`src/rtl/regfile_scoreboard.sv`:
```
// Register file with per-register pending (scoreboard) bits.
// After reset an INIT sweep zeroes one register per clock; once the sweep
// reaches the last register the block enters RUN and raises ready.
// Register 0 is hardwired to zero and never becomes pending.
//
// Handshake: there is no backpressure. reg_write_enable and issue_valid are
// single-cycle requests sampled on the rising edge; they are honoured only
// while ready=1 and silently dropped during INIT. Reads are combinational.
module regfile_scoreboard #(
   parameter int REG_WIDTH = 32,
   parameter int REG_COUNT = 32,
   parameter int NUM_READ  = 2,
   parameter int BYPASS    = 1,
   localparam int AW       = $clog2(REG_COUNT)
) (
   input  logic                          clk,
   input  logic                          rst,
   input  logic                          reg_write_enable,
   input  logic [AW-1:0]                 write_reg,
   input  logic [REG_WIDTH-1:0]          write_back_data,
   input  logic [NUM_READ*AW-1:0]        read_reg,
   output logic [NUM_READ*REG_WIDTH-1:0] read_data,
   output logic [NUM_READ-1:0]           read_busy,
   input  logic                          issue_valid,
   input  logic [AW-1:0]                 issue_reg,
   output logic                          ready,
   output logic [0:0]                    fsm_state
);

   localparam logic [0:0]    ST_INIT  = 1'b0;
   localparam logic [0:0]    ST_RUN   = 1'b1;
   localparam logic [AW-1:0] LAST_IDX = AW'(REG_COUNT - 1);

   logic [REG_WIDTH-1:0] regs [REG_COUNT];
   logic [0:0]           state;
   logic [AW-1:0]        clr_idx;
   logic [REG_COUNT-1:0] pending;
   logic                 run;
   logic                 wr_fire;
   logic                 iss_fire;

   assign run       = (state == ST_RUN);
   assign wr_fire   = run && reg_write_enable && (write_reg != '0);
   assign iss_fire  = run && issue_valid && (issue_reg != '0);
   assign fsm_state = state;

   // INIT/RUN control: walk the clear index, then enter RUN and raise ready.
   always_ff @(posedge clk or posedge rst) begin
      if (rst) begin
         state   <= ST_INIT;
         clr_idx <= '0;
         ready   <= 1'b0;
      end else if (state == ST_INIT) begin
         clr_idx <= clr_idx + 1'b1;
         if (clr_idx == LAST_IDX) begin
            state   <= ST_RUN;
            clr_idx <= '0;
            ready   <= 1'b1;
         end
      end
   end

   // Register storage: zeroed by the INIT sweep, written by write-back in RUN.
   always_ff @(posedge clk) begin
      if (!run) begin
         regs[clr_idx] <= '0;
      end else if (wr_fire) begin
         regs[write_reg] <= write_back_data;
      end
   end

   // Pending bits: a write clears, an issue sets; the issue is applied last
   // so it wins when both target the same register.
   always_ff @(posedge clk or posedge rst) begin
      if (rst) begin
         pending <= '0;
      end else begin
         if (wr_fire) begin
            pending[write_reg] <= 1'b0;
         end
         if (iss_fire) begin
            pending[issue_reg] <= 1'b1;
         end
      end
   end

   // Read ports: register 0 and INIT read zero; optional same-cycle forwarding.
   always_comb begin
      read_data = '0;
      read_busy = '0;
      for (int i = 0; i < NUM_READ; i++) begin
         logic [AW-1:0]        ra;
         logic [REG_WIDTH-1:0] rd;
         logic                 hit;
         logic                 clearing;
         ra       = read_reg[i*AW +: AW];
         hit      = wr_fire && (write_reg == ra);
         clearing = hit && !(iss_fire && (issue_reg == ra));
         rd       = regs[ra];
         if ((BYPASS != 0) && hit) begin
            rd = write_back_data;
         end
         if (!run || (ra == '0)) begin
            rd = '0;
         end
         read_data[i*REG_WIDTH +: REG_WIDTH] = rd;
         read_busy[i] = run && (ra != '0) && pending[ra] &&
                        !((BYPASS != 0) && clearing);
      end
   end

endmodule

```
`config.mk`:
```
export PLATFORM = sky130hd
export DESIGN_NAME = regfile_scoreboard
export DESIGN_NICKNAME = d
export VERILOG_FILES = /design/src/rtl/regfile_scoreboard.sv
export SDC_FILE = /design/constraint.sdc
export NUM_CORES = 1
export LEC_CHECK = 0
export ABC_CLOCK_PERIOD_IN_PS = 4100
export CAP_MARGIN = 20
export CORE_MARGIN = 3
export CORE_UTILIZATION = 50
export CTS_BUF_LIST = sky130_fd_sc_hd__clkbuf_2 sky130_fd_sc_hd__clkbuf_4 sky130_fd_sc_hd__clkbuf_8
export DETAILED_ROUTE_END_ITERATION = 6
export MAX_ROUTING_LAYER = met4
export PLACE_DENSITY = 0.79
export SLEW_MARGIN = 5
export SYNTH_ARGS = -nofsm -noshare
export SYNTH_HDL_FRONTEND = slang
export SYNTH_SLANG_ARGS = --single-unit
```
`constraint.sdc`:
```
create_clock -name clk -period 4.1 [get_ports clk]
set_clock_uncertainty 0.2 [all_clocks]
set_input_delay 0.82 -clock clk [delete_from_list [all_inputs] [get_ports clk]]
set_output_delay 0.82 -clock clk [all_outputs]
set_load 0.02 [all_outputs]
```
---- Word-level counts from Yosys, hierarchy flattened ----
Memories as Yosys holds them, arrays and structs flattened.
Cells that the tools add are included.
W data, S select, Z words.
storage, ports and cells
  flip-flop bits (word level) ............. 39
  bits in writable memories ............... 1024
  input port bits ......................... 56
  output and inout bits ................... 68
  word-level logic and storage cells ...... 78
  memories kept ........................... 1
cells by class
  $add $sub $neg .......................... 1
  magnitude comparators ................... 6
  equality and inequality tests ........... 5
  muxes and demuxes ....................... 24
  bitwise operators ....................... 4
  reductions and logical operators ........ 33
memory list
  name  words  width  read ports  clocked after Yosys merged registers in  wr ports  RTL line  RTL
  regs  32     32     2           0                                        1         34        logic [REG_WIDTH-1:0] regs [REG_COUNT];
operator list
  operator               count
  $mux W32               7
  $and A32 B32 Y32       1
  $not A32 Y32           1
  $or A32 B32 Y32        1
  $reduce_or A32 Y1      1
  $lt A5 B6 Y1 const B   4
  $eq A5 B5 Y1           4
  $reduce_bool A5 Y1     4
  $logic_and A1 B1 Y1    18
  $mux W1                11
  $bmux W1 S5            2
  $demux W1 S5           2
  $ge A5 B1 Y1 const B   2
  $logic_not A5 Y1       2
  $mux W5                2
  $add A5 B1 Y5 const B  1
  $eq A5 B5 Y1 const B   1
  $logic_not A1 Y1       5
  $logic_or A1 B1 Y1     2
  $reduce_and A2 Y1      1
  $not A1 Y1             1

---- Depth between registers and ports, before layout ----
Gate-level depths: netlist of run 1.
  word-level depth ........................ 9
  depth in mapped cells ................... 10
  gate-level depth less buffers ........... 6

---- Least setup slack after synthesis of run 1 ----
Ideal clock, no wire load.
  path kind ............................... input to register
  start point ............................. input write_reg[0]
  end point ............................... memory regs[18][0] (enable)
  library setup time ...................... 0.421 ns
  arrival time ............................ 3.392 ns
  data required time ...................... 3.479 ns
  setup slack ............................. 0.087 ns
  stages .................................. 7
  path buffers ............................ 3
  path through ............................ clkbuf_1 nor2_1 a21o_1 clkbuf_1 clkbuf_1 a31oi_1 nor2_1
between the ends
  word-level cells in the longest chain between the ends .. 7
  elaborated cells between the ends (all ways) .. 8
  those cells by class .................... mux: 5; reduce/logical: 3
ends and longest elaborated chain
  what                                          RTL line  RTL
  from (decl)                                   19        input logic [AW-1:0] write_reg,
  $reduce_bool A5 Y1                            43        assign wr_fire = run && reg_write_enable && (write_reg != '0);
  $logic_and A1 B1 Y1                           43
  $mux W1                                       67        end else if (wr_fire) begin
  $mux W1                                       65        if (!run) begin
  $mux W1 (implied by the code)                 68        regs[write_reg] <= write_back_data;
  $reduce_or A32 Y1 (no line)                   --
  $mux W5 (no line) or $mux W1 (tied branches)  --
  to (decl)                                     34
Several ways; a longest one is shown, not always the timed one.

---- Final worst setup path of run 1 ----
  start point ............................. input read_reg[0]
  end point ............................... output read_data[21]
between the ends
  word-level cells in the longest chain between the ends .. 4
  elaborated cells between the ends (all ways) .. 7
  those cells by class .................... eq/ne: 1; mux: 2; reduce/logical: 3; memory: 1
ends and longest elaborated chain
  what                                                                     RTL line  RTL
  from (decl)                                                              21        input logic [NUM_READ*AW-1:0] read_reg,
  parallel branches: the longest is 3 deep, another holds $mem_v2 Z32 W32  --
  $mux W32 *                                                               103       if (!run || (ra == '0)) begin
  to (decl)                                                                22        output logic [NUM_READ*REG_WIDTH-1:0] read_data,
Every way passes the cells marked *.

==> metrics.cfg, run 1 <==
[pwr]
ir_drop_v = 0.0003911
p_leak_uw = 0.02159
power_density_nw_per_um2 = 387.2

[worst_hold_path]
min_to = pending[0]
hold_class = flop to flop
hold_start = pending[0]
hold_path_depth = 0

[worst_setup_path]
reg2reg_slack_ps = 1000
r2r_end = regs[17][12]
r2r_start = fsm_state
reg2regPathDepth = 9
crit_required_ps = 3080
crit_buf_inv = 3
path_max_fanout = 20
cp_slowest_stage_delay_ps = 520
startpoint_type = primary input
slowest_stage = mux4_2
arrival_ps = 3080
crit_top_cell = buf_16
crit_family = compound AO/OA/AOI/OAI gates
path_cells = buf_16, buf_16, mux4_2, nor2b_1, a211oi_1, a211oi_2, a221o_1, buf_2
end_kind = primary output
path_class = primary input to primary output

[timing]
slew_violations = 0
rsz0062_at_grt = yes
finalSetupViolCount = 1
tightest_slew_ps = 1168
finalHoldViolations = 0
setup_ws_ps = -3.697
setup_tns_ps = -3.697
max_clock_freq_mhz = 243.7
maxSlewHeadroom = 0.2194
period_needed_ps = 4104
min_period_over_period = 1.001

[synthesis]
yosys_warnings = 0
syn_inst = 2496
syn_area_per_cell_um2 = 20.10
async_flop_share = 0.03669
yosysSeqAreaShare = 0.6323
synthesis.nets = 2554
netlist_area_um2 = 50170
ys.flop_type = edfxtp_1
yosys_register_bits = 1063
synth_edf_count = 1024
synth_cell_type_count = 48

[detailed_routing]
dr.pass1.iters = 6
vias = 31360
drt-vias-per-instance = 7.134
route.met3.wl_mm = 18.82
detail_route.wirelength_mm = 151.9
m1WireLength_mm = 50.58
wire_per_inst_um = 34.56
topRoutingLayerUsed = met4
antenna_left = 0
drt_iter0_drc = 4989
route.met2.wl_mm = 74.28
drc_errors = 0

[flow_run]
drv_cap = 0

[run_status]
violations = negative setup slack
status = finished, violations left

[place]
numPortBuffers = 123
dp_hpwl_mm = 94.83
place_area_um2 = 56350
gp_congestion = 0.8956

[clock_tree]
clockBufferDepth = 3
worstSkewPairLatency_ps = 820
root_buffer = clkbuf_8
cts_max_level = 4
hold_buffers = 0
clk_pin_slew_worst_paths_ps = 60
tritoncts = yes
cts_sinks = 1063
cts_made_buffers = 169

[global_route]
overflow = 0
grt_pass1_wl_mm = 219.6
track_usage = 0.3044
grt_max_degree = 40
first_global_vias = 32190
antenna_found_initial = 5

[floorplanning]
die_area_um2 = 104200
rows = 115
core_um2 = 98990
die_x_um = 322.8
die_height_um = 322.8
pin_count = 124
start_util = 0.5068

[cells_and_area]
syn2layout_area_growth_pct = 19.99
drive_above_1_share = 0.4493
fin_nets = 3037
stdcell_area_um2 = 60200

## stage by stage
stage                       util  worst slack (ps)  std cells  hold WS (ps)  power (uW)
after global placement    0.5690            -589.3       4051         178.3       14580
after global routing      0.6081            -15.29       4396         227.8       24000
final                     0.6081            -3.697       4396         194.4       23310
after CTS                 0.6065            -23.20       4380         197.7       23360
after floorplan                -             86.95       2496         241.3       13570
after detailed placement  0.5692            -600.8       4052         182.0       14640
## metal layers
layer,global-route usage,vias to the layer above
met1,0.3857,16260
met4,0.1571,0
met2,0.4677,2733
li1,-,11880
met3,0.06644,492
met5,-,-
## state kept, by name (all words and copies together), names as in the netlist
name and count:
clr_idx 5, fsm_state 1, pending 32, ready 1
regs 1024
## cell usage in the layout (no fill, tap or decap), drive strengths merged, types with 6 or more instances in the layout
master	netlist	final
nor3	8	8
nor2	56	56
a211oi	67	67
a31oi	6	6
nand3b	6	6
a221o	31	31
o21ai	69	69
and2	33	33
clkbuf	104	227
dfrtp	39	39
dlygate4sd2	0	14
inv	37	43
edfxtp	1024	1024
xor2	9	9
nand4	6	6
nor2b	38	38
mux2i	69	69
buf	103	447
clkinv	0	66
mux4	593	593
nand3	7	7
clkdlybuf4s50	0	42
a22oi	63	63
nand2	49	49
clkdlybuf4s15	0	7
o22ai	32	32
xnor2	11	11
## synthesized netlist by cell type, types with 2 or more instances
| cell | instances | area, um^2 |
|---|---|---|
| nor2_1 | 56 | 210.2 |
| buf_1 | 22 | 82.58 |
| buf_4 | 16 | 120.1 |
| buf_2 | 62 | 310.3 |
| nand3_1 | 7 | 35.03 |
| a211oi_1 | 67 | 503.0 |
| a21oi_1 | 2 | 10.01 |
| clkbuf_1 | 104 | 390.4 |
| a31oi_1 | 6 | 37.54 |
| buf_6 | 3 | 33.78 |
| o31a_1 | 2 | 17.52 |
| nor2b_1 | 38 | 237.7 |
| and2_1 | 32 | 200.2 |
| nand2_1 | 49 | 183.9 |
| edfxtp_1 | 1024 | 30750 |
| ha_1 | 2 | 25.02 |
| or3b_2 | 2 | 17.52 |
| o21ai_0 | 69 | 345.3 |
| nor4_1 | 4 | 25.02 |
| mux2i_1 | 69 | 690.7 |
| a21o_1 | 2 | 15.01 |
| inv_1 | 37 | 138.9 |
| nand2b_1 | 4 | 25.02 |
| mux4_2 | 593 | 13360 |
| xnor2_1 | 11 | 96.34 |
| xor2_1 | 9 | 78.83 |
| and3_1 | 2 | 12.51 |
| a22oi_1 | 63 | 473.0 |
| mux2_2 | 2 | 22.52 |
| nand4_1 | 6 | 37.54 |
| a41oi_1 | 3 | 26.28 |
| nand3b_1 | 6 | 45.04 |
| nor3_1 | 7 | 35.03 |
| o22ai_1 | 32 | 200.2 |
| or3_1 | 2 | 12.51 |
| a221o_1 | 31 | 310.3 |
| dfrtp_1 | 39 | 975.9 |
## layout make-up
class | count | area (um^2)
Antenna cell | 2 | 5.005
Multi-Input combinational cell | 1189 | 17910
Sequential cell | 1063 | 31730
Tap cell | 1287 | 1610
Inverter | 37 | 138.9
Clock buffer | 221 | 2741
Clock inverter | 78 | 479.2
Timing Repair Buffer | 519 | 5595
Fill cell | 6675 | 38790
## what timing repair did
action                                  4_1_cts  5_1_grt
pin swaps                                     8        4
setup buffers                                26       13
endpoints found under the setup margin       66       38
resized for setup                           263       42
gates cloned                                  3        2
## worst max path at each step
stage / endpoint / cells after the start / startpoint / slack [ps]
global route: read_busy[0] / 7 / read_reg[0] / -20
floorplan: regs[18][0] / 7 / write_reg[0] / 90
global placement: read_data[8] / 10 / write_reg[2] / -590
finish: read_data[21] / 8 / read_reg[0] / -4
CTS: read_data[44] / 13 / fsm_state / -20
detailed placement: read_data[8] / 9 / write_reg[0] / -600
## where the power goes
group	leakage, uW	internal, uW	switching (uW)
Combinational	0.00873	1130	1360
Sequential	0.0111	12000	33.4
Clock	0.00172	4560	4240
Total	0.0216	17700	5640
## worst reg2reg max path, cell delays in order (launching register included)
cell and delay (ps):
dfrtp_2 430, nand2_2 80, a21o_1 220, buf_4 210
nor2_1 150, a31oi_1 80, buf_4 190, buf_4 160
nor2_4 730, buf_12 330
## logic make-up (layout without fill, tap and decap cells)
| logic type | after synthesis | after routing | share of synthesized area |
|---|---|---|---|
| xor+xnor | 20 | 20 | 0.003491 |
| flops | 1063 | 1063 | 0.6323 |
| buf+inv | 244 | 855 | 0.02145 |
| mux | 664 | 664 | 0.2804 |
| compound gates | 281 | 281 | 0.03925 |
| fa+ha+maj | 2 | 2 | 0.0004987 |
| simple gates | 222 | 222 | 0.02257 |
| other cells | 0 | 2 | 0 |
No activity file was read; power rests on OpenSTA's default activity.
==> inputs of run 2 (changes only) <==
- CTS_CLUSTER_SIZE: not set -> 25
- SKIP_CTS_REPAIR_TIMING: not set -> 1
==> metrics.cfg, run 2 (synthesized netlist as in run 1, its figures left out) <==
[place]
dp_hpwl_mm = 94.83  ; unchanged
gp_congestion = 0.8956  ; unchanged
numPortBuffers = 123  ; unchanged

[cells_and_area]
fill_cells = 6634  ; was 6675
fin_nets = 3015  ; was 3037
syn2layout_area_growth_pct = 20.20  ; was 19.99%
multi_input_area_um2 = 17960  ; was 17910 um^2
largest_registers = regs x1024, pending x32, clr_idx x5  ; unchanged
postLayoutCoreUtil = 0.6092  ; was 0.6081
top_register = regs  ; unchanged
final_cell_mix = 1024 x edfxtp_1, 593 x mux4_2, 261 x buf_4, 172 x clkbuf_8, 106 x buf_12  ; was 1024 x edfxtp_1, 593 x mux4_2, 272 x buf_4, 173 x clkbuf_8, 107 x buf_12
final_common_cell = edfxtp_1  ; unchanged
largest_reg_flops = 1024  ; unchanged
drive_above_1_share = 0.4366  ; was 0.4493
seqCellArea_um2 = 31730  ; unchanged

[clock_tree]
cts_made_buffers = 168  ; was 169
root_buffer = clkbuf_8  ; unchanged
tritoncts = yes  ; unchanged
worstSkewPairLatency_ps = 830  ; was 820 ps
clk_pin_slew_worst_paths_ps = 60  ; about the same
cts_sinks = 1063  ; unchanged
clockBufferDepth = 3  ; unchanged
cts_max_level = 4  ; unchanged

[flow_run]
drv_cap = 0  ; unchanged

[global_route]
grt_max_degree = 40  ; unchanged
first_global_vias = 31890  ; was 32190
antenna_found_initial = 2  ; was 5
track_usage = 0.2999  ; was 0.3044
overflow = 0  ; unchanged
grt_pass1_wl_mm = 216.8  ; was 219.6 mm

[detailed_routing]
wire_per_inst_um = 34.41  ; was 34.56 um
vias = 30910  ; was 31360
drc_errors = 0  ; unchanged
drt_iter0_drc = 4800  ; was 4989
dr.pass1.iters = 5  ; was 6
drt-vias-per-instance = 7.054  ; was 7.134
antenna_left = 0  ; unchanged
detail_route.wirelength_mm = 150.7  ; was 151.9 mm

[timing]
finalSetupViolCount = 0  ; was 1
tightest_slew_ps = 1162  ; was 1168 ps
finalHoldViolations = 0  ; unchanged
maxSlewHeadroom = 0.2233  ; was 0.2194
max_clock_freq_mhz = 245.9  ; was 243.7 MHz
slew_violations = 0  ; unchanged
min_period_over_period = 0.9920  ; was 1.001
setup_tns_ps = 0  ; was -3.697 ps
period_needed_ps = 4067  ; was 4104 ps

[floorplanning]
die_area_um2 = 104200  ; unchanged
pin_count = 124  ; unchanged
die_x_um = 322.8  ; unchanged
die_height_um = 322.8  ; unchanged
core_um2 = 98990  ; unchanged
start_util = 0.5068  ; unchanged
rows = 115  ; unchanged

[pwr]
power_density_nw_per_um2 = 387.0  ; was 387.2 nW/um^2
p_leak_uw = 0.02210  ; was 0.02159 uW
ir_drop_v = 0.0003468  ; was 0.0003911 V

[run_status]
status = completed  ; was finished, violations left

[worst_hold_path]
hold_class = flop to flop  ; unchanged

[worst_setup_path]
path_class = flop to primary output  ; was primary input to primary output
path_max_fanout = 7  ; was 20
startpoint_type = flop  ; was primary input
crit_required_ps = 3080  ; about the same
arrival_ps = 3050  ; was 3080 ps
end_kind = primary output  ; unchanged

-- run 2: cell types whose count changed in the layout (fill, tap and decap cells not counted), sizes merged --
cell	delta
bufbuf	-1
bufinv	-1
dlygate4sd2	-14
clkbuf	+22
clkdlybuf4s15	-7
buf	-64
dlymetal6s2s	+52
clkinv	-2
-- run 2: area by class of cell --
class / instances / area share
Clock buffer: 230 / 0.04647
Sequential cell: 1063 / 0.5261
Clock inverter: 75 / 0.007345
Inverter: 37 / 0.002303
Multi-Input combinational cell: 1189 / 0.2978
Timing Repair Buffer: 498 / 0.09322
Tap cell: 1287 / 0.02670
Antenna cell: 2 / 0.00008299
-- run 2: final timing paths --
check | startpoint | endpoint | slack [ps] | depth (start not counted)
worst max register to register | fsm_state | regs[0][15] | 940 | 7
min in group asynchronous | rst | pending[27] | 270 | 3
worst max-delay path | fsm_state | read_data[31] | 30 | 10
worst min-delay path | pending[0] | pending[0] | 190 | 0
worst min register to register | pending[0] | pending[0] | 190 | 0
max in group asynchronous | rst | fsm_state | 3020 | 3
-- run 2: report_power, final --
part           internal, uW  switching (uW)  leakage (uW)
clock network          4580            4250       0.00174
registers             12000            33.3        0.0111
logic                  1140            1360       0.00923
-- run 2: worst max-delay path, cell delays in order, from the launching register on --
cell and delay, ps:
dfrtp_2 430, inv_1 100, a211oi_2 160, buf_4 150
o31ai_4 70, buf_12 140, buf_4 140, buf_16 150
a211oi_1 330, a221o_1 290, dlymetal6s2s_1 270
-- run 2: layer usage --
metal	GRT usage	vias to the layer above	part of all wire	routed length, um
met2	0.4632	2531	0.49	73560
li1	-	11840	-	-
met1	0.3753	16040	0.34	50980
met4	0.1524	0	0.054	8163
met3	0.07034	498	0.12	18040
met5	-	-	0	0
-- run 2: through the flow --
| step | cell area (um^2) | std cells | setup WS (ps) | hold slack, ps | power [uW] |
|---|---|---|---|---|---|
| final | 60310 | 4381 | 32.62 | 193.8 | 23340 |
| after global routing | 60300 | 4380 | -20.08 | 227.8 | 24030 |
| after CTS | 59590 | 4357 | -734.3 | 197.7 | 23350 |
| after detailed placement | 56350 | 4052 | -600.8 | 182.0 | 14640 |
| after global placement | 56330 | 4051 | -589.3 | 178.3 | 14580 |
| after floorplan | 50170 | 2496 | 86.95 | 241.3 | 13570 |
